## src/rtl/mdb_bus_controller_pkg.sv

```systemverilog
// Shared definitions for the memory data bus (MDB) controller: FSM state
// encodings, the wait-state ceiling and the memory-control decode helper.
package mdb_bus_controller_pkg;

    // Largest number of memory wait cycles the controller supports.
    localparam int MDB_WAIT_MAX = 7;

    // FSM state encodings (plain constants for compatibility with legacy users).
    localparam logic [2:0] ST_IDLE  = 3'd0;
    localparam logic [2:0] ST_SETUP = 3'd1;
    localparam logic [2:0] ST_WAIT  = 3'd2;
    localparam logic [2:0] ST_XFER  = 3'd3;
    localparam logic [2:0] ST_DONE  = 3'd4;

    // Memory-side control bundle.
    typedef struct packed {
        logic en;    // memory cycle active
        logic we;    // memory samples MDB as write data
        logic oe;    // memory drives MDB
        logic load;  // MDR releases MDB and captures it
    } mdb_ctrl_t;

    // Decode memory controls from a state and the latched direction. oe and
    // load are always produced together so the MDR never fights the memory.
    function automatic mdb_ctrl_t mdb_ctrl_decode(input logic [2:0] state,
                                                  input logic       is_write);
        mdb_ctrl_t c;
        c = '0;
        case (state)
            ST_SETUP: begin
                c.en = 1'b1;
            end
            ST_WAIT: begin
                c.en = 1'b1;
                if (is_write) begin
                    c.oe   = 1'b0;
                    c.load = 1'b0;
                end else begin
                    c.oe   = 1'b1;
                    c.load = 1'b1;
                end
            end
            ST_XFER: begin
                c.en = 1'b1;
                if (is_write) begin
                    c.we = 1'b1;
                end else begin
                    c.oe   = 1'b1;
                    c.load = 1'b1;
                end
            end
            default: begin
                c = '0;
            end
        endcase
        return c;
    endfunction

endpackage

```

## src/rtl/mdb_bus_controller_arbiter.sv

```systemverilog
// Two-port round-robin arbiter. Bit 0 is the fetch port, bit 1 the data
// port. The pointer only moves when the controller accepts a grant.
module mdb_rr_arbiter
    import mdb_bus_controller_pkg::*;
(
    input  logic       clk,
    input  logic       rst,
    input  logic [1:0] req,
    input  logic       accept,
    output logic [1:0] grant
);

    logic prio_data_r;  // 1: data port wins a tie, 0: fetch port wins a tie

    // Pick one requester; on a tie the port not granted last time wins.
    always_comb begin
        grant = 2'b00;
        if (req == 2'b11) begin
            if (prio_data_r) begin
                grant = 2'b10;
            end else begin
                grant = 2'b01;
            end
        end else if (req[0]) begin
            grant = 2'b01;
        end else if (req[1]) begin
            grant = 2'b10;
        end else begin
            grant = 2'b00;
        end
    end

    // Advance the tie-break pointer past the port that was just accepted.
    always_ff @(posedge clk) begin
        if (rst) begin
            prio_data_r <= 1'b0;
        end else if (accept && (grant != 2'b00)) begin
            prio_data_r <= grant[0];
        end else begin
            prio_data_r <= prio_data_r;
        end
    end

endmodule

```

## src/rtl/mdb_bus_controller.sv

```systemverilog
// MDB bus controller: arbitrates the fetch and data ports onto one memory
// and sequences IDLE -> SETUP -> WAIT* -> XFER -> DONE. Every output is a
// register loaded from the next-state decode, so no request input reaches
// the memory controls combinationally.
module mdb_bus_controller
    import mdb_bus_controller_pkg::*;
#(
    parameter int WAIT_STATES = 1
) (
    input  logic        clk,
    input  logic        rst,
    input  logic        fetch_req,
    input  logic [15:0] fetch_addr,
    input  logic        data_req,
    input  logic        data_we,
    input  logic [15:0] data_addr,
    output logic [15:0] mem_addr,
    output logic        mem_en,
    output logic        mem_we,
    output logic        mem_oe,
    output logic        mdr_load2,
    output logic        fetch_done,
    output logic        data_done,
    output logic        busy,
    output logic        grant_id
);

    // Clamp the wait-state count into the supported range.
    localparam int WS_EFF = (WAIT_STATES > MDB_WAIT_MAX) ? MDB_WAIT_MAX :
                            ((WAIT_STATES < 0) ? 0 : WAIT_STATES);
    localparam logic [2:0] WAIT_LOAD = (WS_EFF > 0) ? 3'(WS_EFF - 1) : 3'd0;
    localparam bit         SKIP_WAIT = (WS_EFF == 0);

    logic [2:0]  state_r;
    logic [2:0]  state_nxt_s;
    logic [2:0]  wait_cnt_r;
    logic [2:0]  wait_cnt_nxt_s;
    logic        is_write_r;
    logic        is_write_nxt_s;
    logic        grant_id_r;
    logic        grant_id_nxt_s;
    logic [15:0] mem_addr_r;
    logic [15:0] mem_addr_nxt_s;
    logic        mem_en_r;
    logic        mem_we_r;
    logic        mem_oe_r;
    logic        mdr_load2_r;
    logic        fetch_done_r;
    logic        data_done_r;
    logic        busy_r;
    logic [1:0]  req_s;
    logic [1:0]  grant_s;
    logic        accept_s;
    mdb_ctrl_t   ctrl_nxt_s;

    assign req_s = {data_req, fetch_req};

    mdb_rr_arbiter u_arb (
        .clk    (clk),
        .rst    (rst),
        .req    (req_s),
        .accept (accept_s),
        .grant  (grant_s)
    );

    // Next-state, grant latching and wait-counter sequencing.
    always_comb begin
        state_nxt_s    = state_r;
        wait_cnt_nxt_s = wait_cnt_r;
        is_write_nxt_s = is_write_r;
        grant_id_nxt_s = grant_id_r;
        mem_addr_nxt_s = mem_addr_r;
        accept_s       = 1'b0;
        case (state_r)
            ST_IDLE: begin
                if (grant_s == 2'b10) begin
                    accept_s       = 1'b1;
                    state_nxt_s    = ST_SETUP;
                    grant_id_nxt_s = 1'b1;
                    mem_addr_nxt_s = data_addr;
                    is_write_nxt_s = data_we;
                end else if (grant_s == 2'b01) begin
                    accept_s       = 1'b1;
                    state_nxt_s    = ST_SETUP;
                    grant_id_nxt_s = 1'b0;
                    mem_addr_nxt_s = fetch_addr;
                    is_write_nxt_s = 1'b0;
                end else begin
                    state_nxt_s = ST_IDLE;
                end
            end
            ST_SETUP: begin
                if (SKIP_WAIT) begin
                    state_nxt_s    = ST_XFER;
                    wait_cnt_nxt_s = 3'd0;
                end else begin
                    state_nxt_s    = ST_WAIT;
                    wait_cnt_nxt_s = WAIT_LOAD;
                end
            end
            ST_WAIT: begin
                if (wait_cnt_r == 3'd0) begin
                    state_nxt_s = ST_XFER;
                end else begin
                    wait_cnt_nxt_s = wait_cnt_r - 3'd1;
                end
            end
            ST_XFER: begin
                state_nxt_s = ST_DONE;
            end
            ST_DONE: begin
                state_nxt_s    = ST_IDLE;
                wait_cnt_nxt_s = 3'd0;
            end
            default: begin
                state_nxt_s    = ST_IDLE;
                wait_cnt_nxt_s = 3'd0;
            end
        endcase
        ctrl_nxt_s = mdb_ctrl_decode(state_nxt_s, is_write_nxt_s);
    end

    // State and registered outputs; reset aborts any transaction silently.
    always_ff @(posedge clk) begin
        if (rst) begin
            state_r      <= ST_IDLE;
            wait_cnt_r   <= 3'd0;
            is_write_r   <= 1'b0;
            grant_id_r   <= 1'b0;
            mem_addr_r   <= 16'h0000;
            mem_en_r     <= 1'b0;
            mem_we_r     <= 1'b0;
            mem_oe_r     <= 1'b0;
            mdr_load2_r  <= 1'b0;
            fetch_done_r <= 1'b0;
            data_done_r  <= 1'b0;
            busy_r       <= 1'b0;
        end else begin
            state_r      <= state_nxt_s;
            wait_cnt_r   <= wait_cnt_nxt_s;
            is_write_r   <= is_write_nxt_s;
            grant_id_r   <= grant_id_nxt_s;
            mem_addr_r   <= mem_addr_nxt_s;
            mem_en_r     <= ctrl_nxt_s.en;
            mem_we_r     <= ctrl_nxt_s.we;
            mem_oe_r     <= ctrl_nxt_s.oe;
            mdr_load2_r  <= ctrl_nxt_s.load;
            fetch_done_r <= (state_nxt_s == ST_DONE) && !grant_id_nxt_s;
            data_done_r  <= (state_nxt_s == ST_DONE) && grant_id_nxt_s;
            busy_r       <= (state_nxt_s != ST_IDLE);
        end
    end

    assign mem_addr   = mem_addr_r;
    assign mem_en     = mem_en_r;
    assign mem_we     = mem_we_r;
    assign mem_oe     = mem_oe_r;
    assign mdr_load2  = mdr_load2_r;
    assign fetch_done = fetch_done_r;
    assign data_done  = data_done_r;
    assign busy       = busy_r;
    assign grant_id   = grant_id_r;

endmodule

```

## config.mk

```make
export PLATFORM = sky130hd
export DESIGN_NAME = mdb_bus_controller
export DESIGN_NICKNAME = d
export VERILOG_FILES = /design/src/rtl/mdb_bus_controller_pkg.sv /design/src/rtl/mdb_bus_controller_arbiter.sv /design/src/rtl/mdb_bus_controller.sv
export SDC_FILE = /design/constraint.sdc
export NUM_CORES = 1
export LEC_CHECK = 0
export BUFFER_PORTS_ARGS = -buffer_cell sky130_fd_sc_hd__buf_4
export CAP_MARGIN = 10
export CELL_PAD_IN_SITES_DETAIL_PLACEMENT = 0
export CELL_PAD_IN_SITES_GLOBAL_PLACEMENT = 1
export CORE_ASPECT_RATIO = 1.2
export CORE_UTILIZATION = 32
export DETAILED_ROUTE_END_ITERATION = 6
export PLACE_DENSITY_LB_ADDON = 0.1
export SLEW_MARGIN = 15
export SYNTH_ARGS = -nofsm -noshare
export SYNTH_HDL_FRONTEND = slang
export SYNTH_SLANG_ARGS = --single-unit
```

## constraint.sdc

```tcl
create_clock -name clk -period 2 [get_ports clk]
set_clock_uncertainty 0.05 [all_clocks]
set_input_delay 0.2 -clock clk [delete_from_list [all_inputs] [get_ports clk]]
set_output_delay 0.2 -clock clk [all_outputs]
set_load 0.005 [all_outputs]
```

==> out/summary.txt, run 1 <==
Status: finished, final reports clean
Final WS setup: 0.299 ns
First-pass GRT wire length: 5130 um
Resized cells post-CTS: 0
PD cells: 971 nW/um^2
Die H: 70.7 um
Via count: 1239
Root buf cell: clkbuf_8
CP Max Fanout: 6
CP Capture Type: register
Finish-stage setup viols: 0
Pre-CTS setup slack: 0.305 ns
Post-CTS setup buffer count: 0
Routed len/inst: 12.4 um
TritonCTS Buffers: 5
Nets@finish: 239
Vias in the first global route: 1198
Num rows: 24
Final min period: 1.70 ns
Initial antenna violation count: 0
Initial Util: 34.1%
Die Width: 59.3 um
Placer Congestion: 0.770
Proportion of layout cells with a drive suffix above 1: 38.0%
Worst hold margin: 0.125 ns
CTS Hold Bufs: 0
Antenna viol nets, final: 0
Worst setup SP type: register
Final Hold Viols: 0
Max cap viols: 0
Remaining DRCs: 0
Core Footprint: 3690 sq um
DR iter-0 viols: 23
DIE AREA: 4190 sq um
Port buffer count: 60
Post-detail-place hpwl: 2270 um
Max-slew violations: 0
Sequential share of the synthesized area: 49.3%
GRT Util Overall: 16.2%
Clock-pin slew on the worst setup and hold paths: 0.06 ns
Clock sink total: 31
Share of flip-flops with an asynchronous set or reset: 0%
Largest net degree at the start of global routing: 27
Synth unique cells: 27
CTS tree: done
Setup_tns: 0 ns
Synthesized area: 1260 sq um
Yosys warns: 0
CP arrival: 1.82 ns
Total Power: 1800 uW
Vias per std cell: 4.92
Synth Flop Type: dfxtp_1
Final Cycle Share: 85.1%
Total Routed Length: 3140 um
Worst skew pair latency: 0.28 ns
Synthesis-to-finish area growth: 47.2%
Boundary Pins: 61
Synth Instances: 139
Slew of the pin with the lowest slew margin: 0.533 ns
Type of the tightest min-delay check: in -> reg
Unrepaired setup endpoints after global routing: no
Flop and latch count out of synthesis: 31
Mapped Nets: 178
Ant. Diodes: 0
Worst EP required: 2.12 ns
CTS Buffer Depth: 2
Global route overflow: 0
Highest Clock Rate: 0.588 GHz
H-tree lvl count: 2
Number of flops mapped to enable cells by yosys: 0
Relative slew slack: 64.4%
Max IR drop VDD: 0.445 mV
Drt pass-1 iters: 4
Syn_area_per_cell: 9.06 sq um
Leakage power: 0.000822 uW
Type of the worst setup path: reg -> reg
synthesized netlist by cell type, drive strengths merged, types with 3 or more instances:
master  instances  area, sq um
dfxtp          31          621
nor2           22         82.6
a211oi         17          140
o22ai          16          100
inv             6         22.5
nand2           6         22.5
a21oi           5         25.0
buf             5         32.5
clkbuf          5         18.8
o21ai           5         28.8
nor3            3         20.0
or3             3         18.8
path summary, 6_finish.rpt:
| kind | from | to | slack (ns) | cells past startpoint |
|---|---|---|---|---|
| hold reg to reg | wait_cnt_r[1] | wait_cnt_r[1] | 0.41 | 2 |
| hold / removal | data_req | u_arb.prio_data_r | 0.12 | 2 |
| setup reg to reg | wait_cnt_r[0] | wait_cnt_r[2] | 0.30 | 6 |
| setup / recovery | wait_cnt_r[0] | wait_cnt_r[2] | 0.30 | 6 |
critical path, stage by stage (launching register included):
cell and delay [ns]:
dfxtp_1 0.34, inv_1 0.07, ha_1 0.19, nand2b_1 0.15
a211oi_4 0.10, or3_1 0.32, a2111oi_1 0.37
area by class of cell:
type / instances / area (sq um)
Sequential cell: 31 / 621
Fill cell: 373 / 1840
Tap cell: 52 / 65.1
Multi-Input combinational cell: 92 / 564
Clock buffer: 6 / 82.6
Inverter: 6 / 22.5
Clock inverter: 1 / 5.00
Timing Repair Buffer: 64 / 493
sequential cells by signal, indices dropped and copies added, names as in the netlist:
register,count
state_r,3
mem_we,1
data_done,1
mem_addr,16
u_arb.prio_data_r,1
fetch_done,1
wait_cnt_r,3
mem_en,1
is_write_r,1
grant_id,1
mem_oe,1
busy,1
through the flow:
step	instance area (sq um)	instances	util, %
finish	1850	252	50.2
detailed placement	1770	245	47.8
CTS	1850	252	50.2
floorplan	1260	139	-
global placement	1770	245	47.8
global route	1850	252	50.2
report_power, final:
group / leakage, uW / switching (uW) / internal [uW]
Clock: 0.0000470 / 216 / 269
Sequential: 0.000256 / 61.7 / 714
Combinational: 0.000519 / 251 / 286
placed cells by master (no fill, tap or decap), types with 4 or more instances in the layout:
| cell | n |
|---|---|
| o21ai_0 | 4 |
| a211oi_1 | 16 |
| a21oi_1 | 5 |
| nand2_1 | 6 |
| buf_4 | 63 |
| dfxtp_1 | 31 |
| o22ai_1 | 16 |
| clkbuf_8 | 6 |
| inv_1 | 6 |
| nor2_1 | 22 |
logic make-up (layout without fill, tap and decap cells):
| kind of cell | after synthesis | count (layout) | share of synthesized area, % |
|---|---|---|---|
| flops | 31 | 31 | 49.3 |
| compound gates | 50 | 50 | 27.9 |
| simple gates | 40 | 40 | 14.9 |
| fa+ha+maj | 2 | 2 | 1.99 |
| buf+inv | 16 | 77 | 5.86 |
metal layers:
layer / routed length [um] / track usage (%) / part of all wire [%] / vias up
li1: - / - / - / 621
met5: 0 / 0 / 0 / -
met1: 1300 / 17.7 / 41 / 566
met4: 83 / 7.14 / 2.6 / 0
met3: 176 / 6.40 / 5.6 / 10
met2: 1580 / 27.0 / 50 / 42
(Power assumes the default switching activity.)
==> run 2, diff against run 1 <==
CELL_PAD_IN_SITES_GLOBAL_PLACEMENT = 2   (was 1)
CORE_UTILIZATION = 25   (was 32)
==> run 2 against run 1 <==
- routed wire length rose by 7.7%
- cell count is 2.4% higher
- global-route usage is 2.4 points lower
- count of clock-buffer cells in the layout is the same
- clock power is 31% higher
- power up 7.6%
- largest cell class unchanged
- highest routed layer unchanged
==> out/summary.txt, run 2 (same netlist as run 1, synthesis figures left out) <==
Final Hold Viols: 0
TritonCTS Buffers: 5
Boundary Pins: 61
Delay of the slowest critical-path stage: 0.35 ns
Leakage power: 0.000827 uW
Core Footprint: 4700 sq um
Drt pass-1 iters: 4
Commonest non-fill, non-tap cells in the layout: buf_4 (63), dfxtp_1 (31), nor2_1 (22)
CP arrival: 1.80 ns
CTS Hold Bufs: 0
Layout fillers: 470
Antenna viol nets, final: 0
Die Width: 66.8 um
Vias in the first global route: 1220
Placer Congestion: 0.741
Routed len/inst: 13.1 um
Ant. Diodes: 0
Clock-pin slew on the worst setup and hold paths: 0.07 ns
Slew of the pin with the lowest slew margin: 0.649 ns
Global route overflow: 0
Remaining DRCs: 0
Worst EP required: 2.12 ns
Unrepaired setup endpoints after global routing: no
Max-slew violations: 0
Total Power: 1930 uW
Highest Clock Rate: 0.595 GHz
DIE AREA: 5320 sq um
CP Capture Type: register
CP Max Fanout: 6
Initial antenna violation count: 0
Max IR drop VDD: 0.458 mV
Nets@finish: 238
Max cap viols: 0
Slowest cell on crit path: dfxtp_1
Die H: 79.7 um
Largest net degree at the start of global routing: 27
Total Routed Length: 3380 um
Final Cycle Share: 84.0%
Root buf cell: clkbuf_8
Status: finished, final reports clean
Finish-stage setup viols: 0
Crit-path cells: inv_1, ha_1, nand2b_1, a211oi_4, or3_1, a2111oi_1
Area of the multi-input gates: 564 sq um
Initial Util: 26.8%
GRT Util Overall: 13.8%
Setup_tns: 0 ns
Clock sink total: 31
Vias per std cell: 4.71
CTS Buffer Depth: 2
Max reg flops: 16
CTS tree: done
Num rows: 27
Placed inst area: 1750 sq um
Type of the worst setup path: reg -> reg
DR iter-0 viols: 25
Type of the tightest min-delay check: in -> reg
Via count: 1215
Proportion of layout cells with a drive suffix above 1: 38.0%
Fin area: 1870 sq um
Worst skew pair latency: 0.28 ns
Synthesis-to-finish area growth: 48.6%
FF+latch area: 621 sq um
Placed insts: 250
Post-detail-place hpwl: 2490 um
Port buffer count: 60
Relative slew slack: 56.7%
First-pass GRT wire length: 5480 um
Final min period: 1.68 ns
Worst setup SP type: register
Non-Filler Instances: 258
Commonest non-fill, non-tap cell in the layout: buf_4
Post-CTS setup buffer count: 0
H-tree lvl count: 2
Final core utilization: 39.8%
PD cells: 1030 nW/um^2
Resized cells post-CTS: 0
==> run 2: cell count changes in the layout (fill, tap and decap cells not counted), sizes merged <==
cell / change
buf: -1
bufinv: +1
==> run 2: stage by stage <==
| step | setup WS, ns | hold slack [ns] |
|---|---|---|
| 2_1_floorplan | 0.442 | 0.266 |
| 3_3_place_gp | 0.387 | 0.393 |
| 3_5_place_dp | 0.317 | 0.412 |
| 4_1_cts | 0.306 | 0.110 |
| 5_1_grt | 0.206 | 0.128 |
| 6_report | 0.321 | 0.118 |
==> run 2: final cells by class <==
type,instances,area share (%)
repair buffers,63,25.3
flip-flops and latches,31,33.2
clock buffers,6,4.41
clock inverters,2,1.87
inverters,6,1.20
well taps,58,3.88
multi-input cells,92,30.2
==> run 2: metal layers <==
metal / wire [um] / track usage, % / share of wire [%] / up-vias
li1: - / - / - / 623
met1: 1410 / 15.4 / 42 / 550
met2: 1700 / 23.4 / 50 / 37
met3: 211 / 4.86 / 6.2 / 5
met4: 57 / 5.74 / 1.7 / 0
met5: 0 / 0 / 0 / -
==> run 2: where the power goes <==
part	internal [uW]	leakage, uW	switching, uW
clock network	403	0.0000612	232
logic	272	0.000510	255
registers	714	0.000256	59.1
==> run 2: path summary, 6_finish.rpt <==
path	startpoint	endpoint	slack, ns	cells past startpoint
worst max-delay path	wait_cnt_r[0]	wait_cnt_r[2]	0.32	6
worst min-delay path	data_req	u_arb.prio_data_r	0.12	2
worst max register to register	wait_cnt_r[0]	wait_cnt_r[2]	0.32	6
worst min register to register	wait_cnt_r[1]	wait_cnt_r[1]	0.42	2
==> run 2: worst max-delay path, delay by kind of cell (launching register included) <==
family,cells,cell delay (ns)
buffers and inverters,1,0.07
adders and majority gates,1,0.20
DFF,1,0.35
and+or+nand+nor,2,0.45
AOI/OAI and AO/OA,2,0.45
